## src/rtl/decoder38_seq_if.sv

```systemverilog
// Code-stream bus for the sequenced 3-to-8 decoder: producer handshake, run
// enable, and the decoded output with status.
interface decoder38_seq_if #(
  parameter int unsigned FIFO_DEPTH = 4
);
  localparam int unsigned CNT_W = $clog2(FIFO_DEPTH) + 1;

  logic             iValid;
  logic [2:0]       iData;
  logic             oReady;
  logic             iEna;
  logic [7:0]       oData;
  logic             oBusy;
  logic [CNT_W-1:0] oCount;

  modport master (
    output iValid, iData, iEna,
    input  oReady, oData, oBusy, oCount
  );

  modport slave (
    input  iValid, iData, iEna,
    output oReady, oData, oBusy, oCount
  );
endinterface

```

## src/rtl/decoder38_seq.sv

```systemverilog
// Sequenced 3-to-8 decoder: queues codes in a small FIFO and shows each one as a
// one-hot word for HOLD_CYCLES enabled cycles, back-to-back while codes remain.
module decoder38_seq #(
  parameter int unsigned HOLD_CYCLES = 4,
  parameter int unsigned FIFO_DEPTH  = 4
) (
  input  logic           clk,
  input  logic           rst,
  decoder38_seq_if.slave bus
);
  localparam int unsigned AW    = $clog2(FIFO_DEPTH);
  localparam int unsigned CNT_W = AW + 1;
  localparam int unsigned HW    = (HOLD_CYCLES > 1) ? $clog2(HOLD_CYCLES) : 1;

  typedef enum logic {S_IDLE, S_HOLD} state_t;

  logic [2:0]       r_mem [FIFO_DEPTH];
  logic [AW-1:0]    r_wr_ptr;
  logic [AW-1:0]    r_rd_ptr;
  logic [CNT_W-1:0] r_count;
  state_t           r_state;
  logic [HW-1:0]    r_hold;
  logic [7:0]       r_word;

  state_t           w_state_nxt;
  logic [HW-1:0]    w_hold_nxt;
  logic [7:0]       w_word_nxt;
  logic             w_pop;
  logic             w_push;
  logic             w_ready;
  logic [7:0]       w_onehot;

  assign w_ready  = (r_count != CNT_W'(FIFO_DEPTH));
  assign w_push   = bus.iValid && w_ready;
  assign w_onehot = 8'b1 << r_mem[r_rd_ptr];

  // Next-state: pop on entry from IDLE or when a hold expires with codes waiting.
  always_comb begin
    w_state_nxt = r_state;
    w_hold_nxt  = r_hold;
    w_word_nxt  = r_word;
    w_pop       = 1'b0;
    case (r_state)
      S_IDLE: begin
        if (bus.iEna && (r_count != '0)) begin
          w_pop       = 1'b1;
          w_word_nxt  = w_onehot;
          w_hold_nxt  = HW'(HOLD_CYCLES - 1);
          w_state_nxt = S_HOLD;
        end
      end
      S_HOLD: begin
        if (bus.iEna) begin
          if (r_hold != '0) begin
            w_hold_nxt = r_hold - HW'(1);
          end else if (r_count != '0) begin
            w_pop      = 1'b1;
            w_word_nxt = w_onehot;
            w_hold_nxt = HW'(HOLD_CYCLES - 1);
          end else begin
            w_word_nxt  = '0;
            w_state_nxt = S_IDLE;
          end
        end
      end
      default: w_state_nxt = S_IDLE;
    endcase
  end

  always_ff @(posedge clk) begin
    if (rst) begin
      r_state <= S_IDLE;
      r_hold  <= '0;
      r_word  <= '0;
    end else begin
      r_state <= w_state_nxt;
      r_hold  <= w_hold_nxt;
      r_word  <= w_word_nxt;
    end
  end

  // FIFO pointers and occupancy; simultaneous push and pop leave the count alone.
  always_ff @(posedge clk) begin
    if (rst) begin
      r_wr_ptr <= '0;
      r_rd_ptr <= '0;
      r_count  <= '0;
    end else begin
      if (w_push) r_wr_ptr <= r_wr_ptr + AW'(1);
      if (w_pop)  r_rd_ptr <= r_rd_ptr + AW'(1);
      case ({w_push, w_pop})
        2'b10:   r_count <= r_count + CNT_W'(1);
        2'b01:   r_count <= r_count - CNT_W'(1);
        default: r_count <= r_count;
      endcase
    end
  end

  always_ff @(posedge clk) begin
    if (!rst && w_push) r_mem[r_wr_ptr] <= bus.iData;
  end

  assign bus.oReady = w_ready;
  assign bus.oData  = r_word & {8{bus.iEna}};
  assign bus.oBusy  = (r_state == S_HOLD);
  assign bus.oCount = r_count;
endmodule

```

## src/flat_wrapper.sv

```systemverilog
// flat-port wrapper written by rule: the top's interface ports become plain ports
module decoder38_seq_flat 
#(
  parameter int unsigned HOLD_CYCLES = 4,
  parameter int unsigned FIFO_DEPTH  = 4
)
  (clk, rst, bus_iValid, bus_iData, bus_iEna, bus_oReady, bus_oData, bus_oBusy, bus_oCount);
  decoder38_seq_if #(.FIFO_DEPTH(FIFO_DEPTH)) bus_i ();
  input  logic clk;
  input  logic rst;
  input wire logic [$bits(bus_i.iValid)-1:0] bus_iValid;
  input wire logic [$bits(bus_i.iData)-1:0] bus_iData;
  input wire logic [$bits(bus_i.iEna)-1:0] bus_iEna;
  output wire logic [$bits(bus_i.oReady)-1:0] bus_oReady;
  output wire logic [$bits(bus_i.oData)-1:0] bus_oData;
  output wire logic [$bits(bus_i.oBusy)-1:0] bus_oBusy;
  output wire logic [$bits(bus_i.oCount)-1:0] bus_oCount;
  assign bus_i.iValid = bus_iValid;
  assign bus_i.iData = bus_iData;
  assign bus_i.iEna = bus_iEna;
  assign bus_oReady = bus_i.oReady;
  assign bus_oData = bus_i.oData;
  assign bus_oBusy = bus_i.oBusy;
  assign bus_oCount = bus_i.oCount;
  decoder38_seq #(.HOLD_CYCLES(HOLD_CYCLES), .FIFO_DEPTH(FIFO_DEPTH)) u_core (.clk(clk), .rst(rst), .bus(bus_i));
endmodule
```

## config.mk

```make
export PLATFORM = sky130hd
export DESIGN_NAME = decoder38_seq_flat
export DESIGN_NICKNAME = d
export VERILOG_FILES = /design/src/rtl/decoder38_seq_if.sv /design/src/rtl/decoder38_seq.sv /design/src/flat_wrapper.sv
export SDC_FILE = /design/constraint.sdc
export NUM_CORES = 1
export LEC_CHECK = 0
export BUFFER_PORTS_ARGS = -buffer_cell sky130_fd_sc_hd__buf_2
export CAP_MARGIN = 40
export CORE_MARGIN = 1
export CORE_UTILIZATION = 59
export DETAILED_ROUTE_END_ITERATION = 12
export PLACE_DENSITY = 0.81
export SYNTH_ARGS = -nofsm -noshare
export SYNTH_HDL_FRONTEND = slang
export SYNTH_SLANG_ARGS = --single-unit
```

## constraint.sdc

```tcl
create_clock -name clk -period 4.26 [get_ports clk]
set_input_delay 1.065 -clock clk [delete_from_list [all_inputs] [get_ports clk]]
set_output_delay 1.065 -clock clk [all_outputs]
set_load 0.1 [all_outputs]
```

==> impl_metrics.env <==
export IMPL_hold_class="register to register"
export IMPL_instances_no_fill=172
export IMPL_die_x_um=50.4
export IMPL_end_kind="primary output"
export IMPL_worst_slack_ns=1.33
export IMPL_max_freq_mhz=342
export IMPL_core_rowCount=17
export IMPL_numCtsBuffers=5
export IMPL_ant_nets=0
export IMPL_path_class="input pin to primary output"
export IMPL_netlist_area_um2=1380
export IMPL_synthToLayoutAreaGrowth_pct=12.4
export IMPL_synthesis_nets=133
export IMPL_io_pins=20
export IMPL_critPathArrivalTime_ns=1.86
export IMPL_viasPerCell=5.42
export IMPL_grt_pass1_wl_mm=4.06
export IMPL_ctsHoldBuffers=0
export IMPL_grt_usage=0.229
export IMPL_rsz0062_at_grt="false"
export IMPL_fin_util=0.701
export IMPL_wl_per_cell_um=13.8
export IMPL_path_max_fanout=15
export IMPL_dpl_hpwl_mm=1.78
export IMPL_ctsResizeCount=0
export IMPL_cp_slowest_cell="buf_2"
export IMPL_grt_max_degree=16
export IMPL_fin_skew_ns=0.00408
export IMPL_p_leak_nw=0.634
export IMPL_start_util=0.624
export IMPL_report_final_slew_viol_count=0
export IMPL_antenna_cells=0
export IMPL_vias=933
export IMPL_antenna_found_initial=0
export IMPL_relSlewSlack=0.684
export IMPL_synthArstFlopShare=0
export IMPL_cts_tree="yes"
export IMPL_outcome="complete, no violations"
export IMPL_dieArea_um2=2540
export IMPL_yosysSeqAreaShare=0.551
export IMPL_cts_sinks=32
export IMPL_setup_violations=0
export IMPL_synth_distinct_cells=28
export IMPL_cts_root_buf="clkbuf_4"
export IMPL_synth_top_flop_cell="dfxtp_1"
export IMPL_yosysMostFrequentCell="dfxtp_1"
export IMPL_startpoint_type="input pin"
export IMPL_finalHoldViolations=0
export IMPL_drt_initial_drc_count=25
export IMPL_peakVddDrop_uv=779
export IMPL_syn_area_per_cell_um2=11.6
export IMPL_tightest_slew_ns=0.470
export IMPL_maxCapViolations=0
export IMPL_crit_path_cell_trace="buf_2, and2_1, buf_2"
export IMPL_overflow=0
export IMPL_dieHeight_um=50.4
export IMPL_p_total_mw=0.983
export IMPL_placedCellCount=164
export IMPL_worst_ep_required_time_ns=3.19
export IMPL_synth_edf_count=12
export IMPL_power_density_nw_per_um2=634
export IMPL_syn_inst=119
export IMPL_fin_nets=157
export IMPL_yosysTopAreaCellShare=0.290
export IMPL_period_needed_ns=2.93
export IMPL_synthTopCellsByArea="dfxtp_1, edfxtp_1, mux4_1"
export IMPL_cp_common_cell="buf_2"
export IMPL_drc=0
export IMPL_gp_congestion=0.769
export IMPL_grt_pass1_vias=915
export IMPL_synth_top_cell_by_area="dfxtp_1"
export IMPL_yosys_warnings=0
export IMPL_max_stage_delay_ns=0.42
export IMPL_drt_first_pass_iters=4
export IMPL_core_area_um2=2210
export IMPL_synth_seq_cells=32
export IMPL_path_clk_slew_ns=0.09
export IMPL_htree_levels=2
export IMPL_clockBufferDepth=2
export IMPL_synth_common_cells="dfxtp_1, and2_1, edfxtp_1"
export IMPL_pre_cts_slack_ns=1.32
export IMPL_period_share=0.687
export IMPL_cts_setup_buffers=0
export IMPL_worstSkewPairLatency_ns=0.32
export IMPL_drive_above_1_share=0.188
export IMPL_numPortBuffers=19
export IMPL_fin_tns_setup_ns=0
export IMPL_finalWirelength_mm=2.38
==> registers in the layout, indices dropped and copies added, names as in the netlist, named ones only <==
name               cells
u_core.bus.oBusy       1
u_core.bus.oCount      3
u_core.r_hold          2
u_core.r_mem          12
u_core.r_rd_ptr        2
u_core.r_word          8
u_core.r_wr_ptr        2
==> worst max-delay path, delay by kind of cell <==
kind          cells  cell delay [ns]
buf+inv           2             0.63
simple gates      1             0.16
==> where the power goes <==
group          switching [mW]  internal [mW]
logic                   0.293          0.120
registers              0.0459          0.368
clock network          0.0928         0.0633
==> logic make-up (layout without fill, tap and decap cells) <==
family | count (synthesis) | count (layout) | share of synthesized area
compound gates | 18 | 18 | 0.0997
fa+ha+maj | 7 | 7 | 0.0689
mux | 3 | 3 | 0.0571
xor+xnor | 5 | 5 | 0.0317
buf+inv | 12 | 37 | 0.0326
simple gates | 42 | 42 | 0.159
flops | 32 | 32 | 0.551
==> worst paths after layout <==
kind / startpoint / to / slack [ns] / depth (start not counted)
max: bus_iEna / bus_oData[5] / 1.33 / 3
min: u_core.r_word[6]$_SDFFE_PP0P_ / u_core.r_word[6]$_SDFFE_PP0P_ / 0.46 / 2
max reg2reg: u_core.r_hold[0]$_SDFFE_PP0P_ / u_core.bus.oCount[2]$_SDFFE_PP0P_ / 1.85 / 11
min reg2reg: u_core.r_word[6]$_SDFFE_PP0P_ / u_core.r_word[6]$_SDFFE_PP0P_ / 0.46 / 2
==> per-layer routing <==
metal | share of wire | GRT usage | vias to the layer above
met5 | 0 | 0 | -
met4 | 0.030 | 0.125 | 0
met3 | 0.045 | 0.0758 | 7
met2 | 0.52 | 0.389 | 21
met1 | 0.41 | 0.252 | 430
li1 | - | - | 475
==> metrics by stage <==
step	hold WS (ns)	area [um2]
final	0.457	1550
after global routing	0.478	1550
after CTS	0.461	1550
after detailed placement	0.440	1500
after global placement	0.431	1500
after floorplan	0.417	1380
==> placed cells by master, fill, tap and decap left out <==
cell type	synthesis	final
nor3_1	2	2
buf_2	0	19
dfxtp_1	20	20
o21ai_0	1	1
clkinv_1	0	1
o31ai_1	4	4
xor2_1	4	4
nand4_1	1	1
clkbuf_1	2	2
fa_1	1	1
or4_1	1	1
xnor2_1	1	1
edfxtp_1	12	12
nor2_1	11	11
a21oi_1	4	4
a211oi_1	2	2
or3b_4	1	1
a32o_1	4	4
nand2b_1	1	1
a22oi_1	1	1
or3b_2	1	1
and2_1	12	12
mux4_1	3	3
ha_1	6	6
nand2_1	8	8
inv_1	10	10
or3_1	2	2
a21boi_0	1	1
clkbuf_4	0	5
a31oi_2	1	1
nand3_1	2	2
==> layout make-up <==
type	count	area [um2]
Sequential cell	32	761
Tap cell	28	35.0
Timing Repair Buffer	19	95.1
Clock inverter	1	3.75
Multi-Input combinational cell	75	574
Clock buffer	7	45.0
Fill cell	184	661
Inverter	10	37.5
Note: power is estimated with default switching activity, not from simulation.
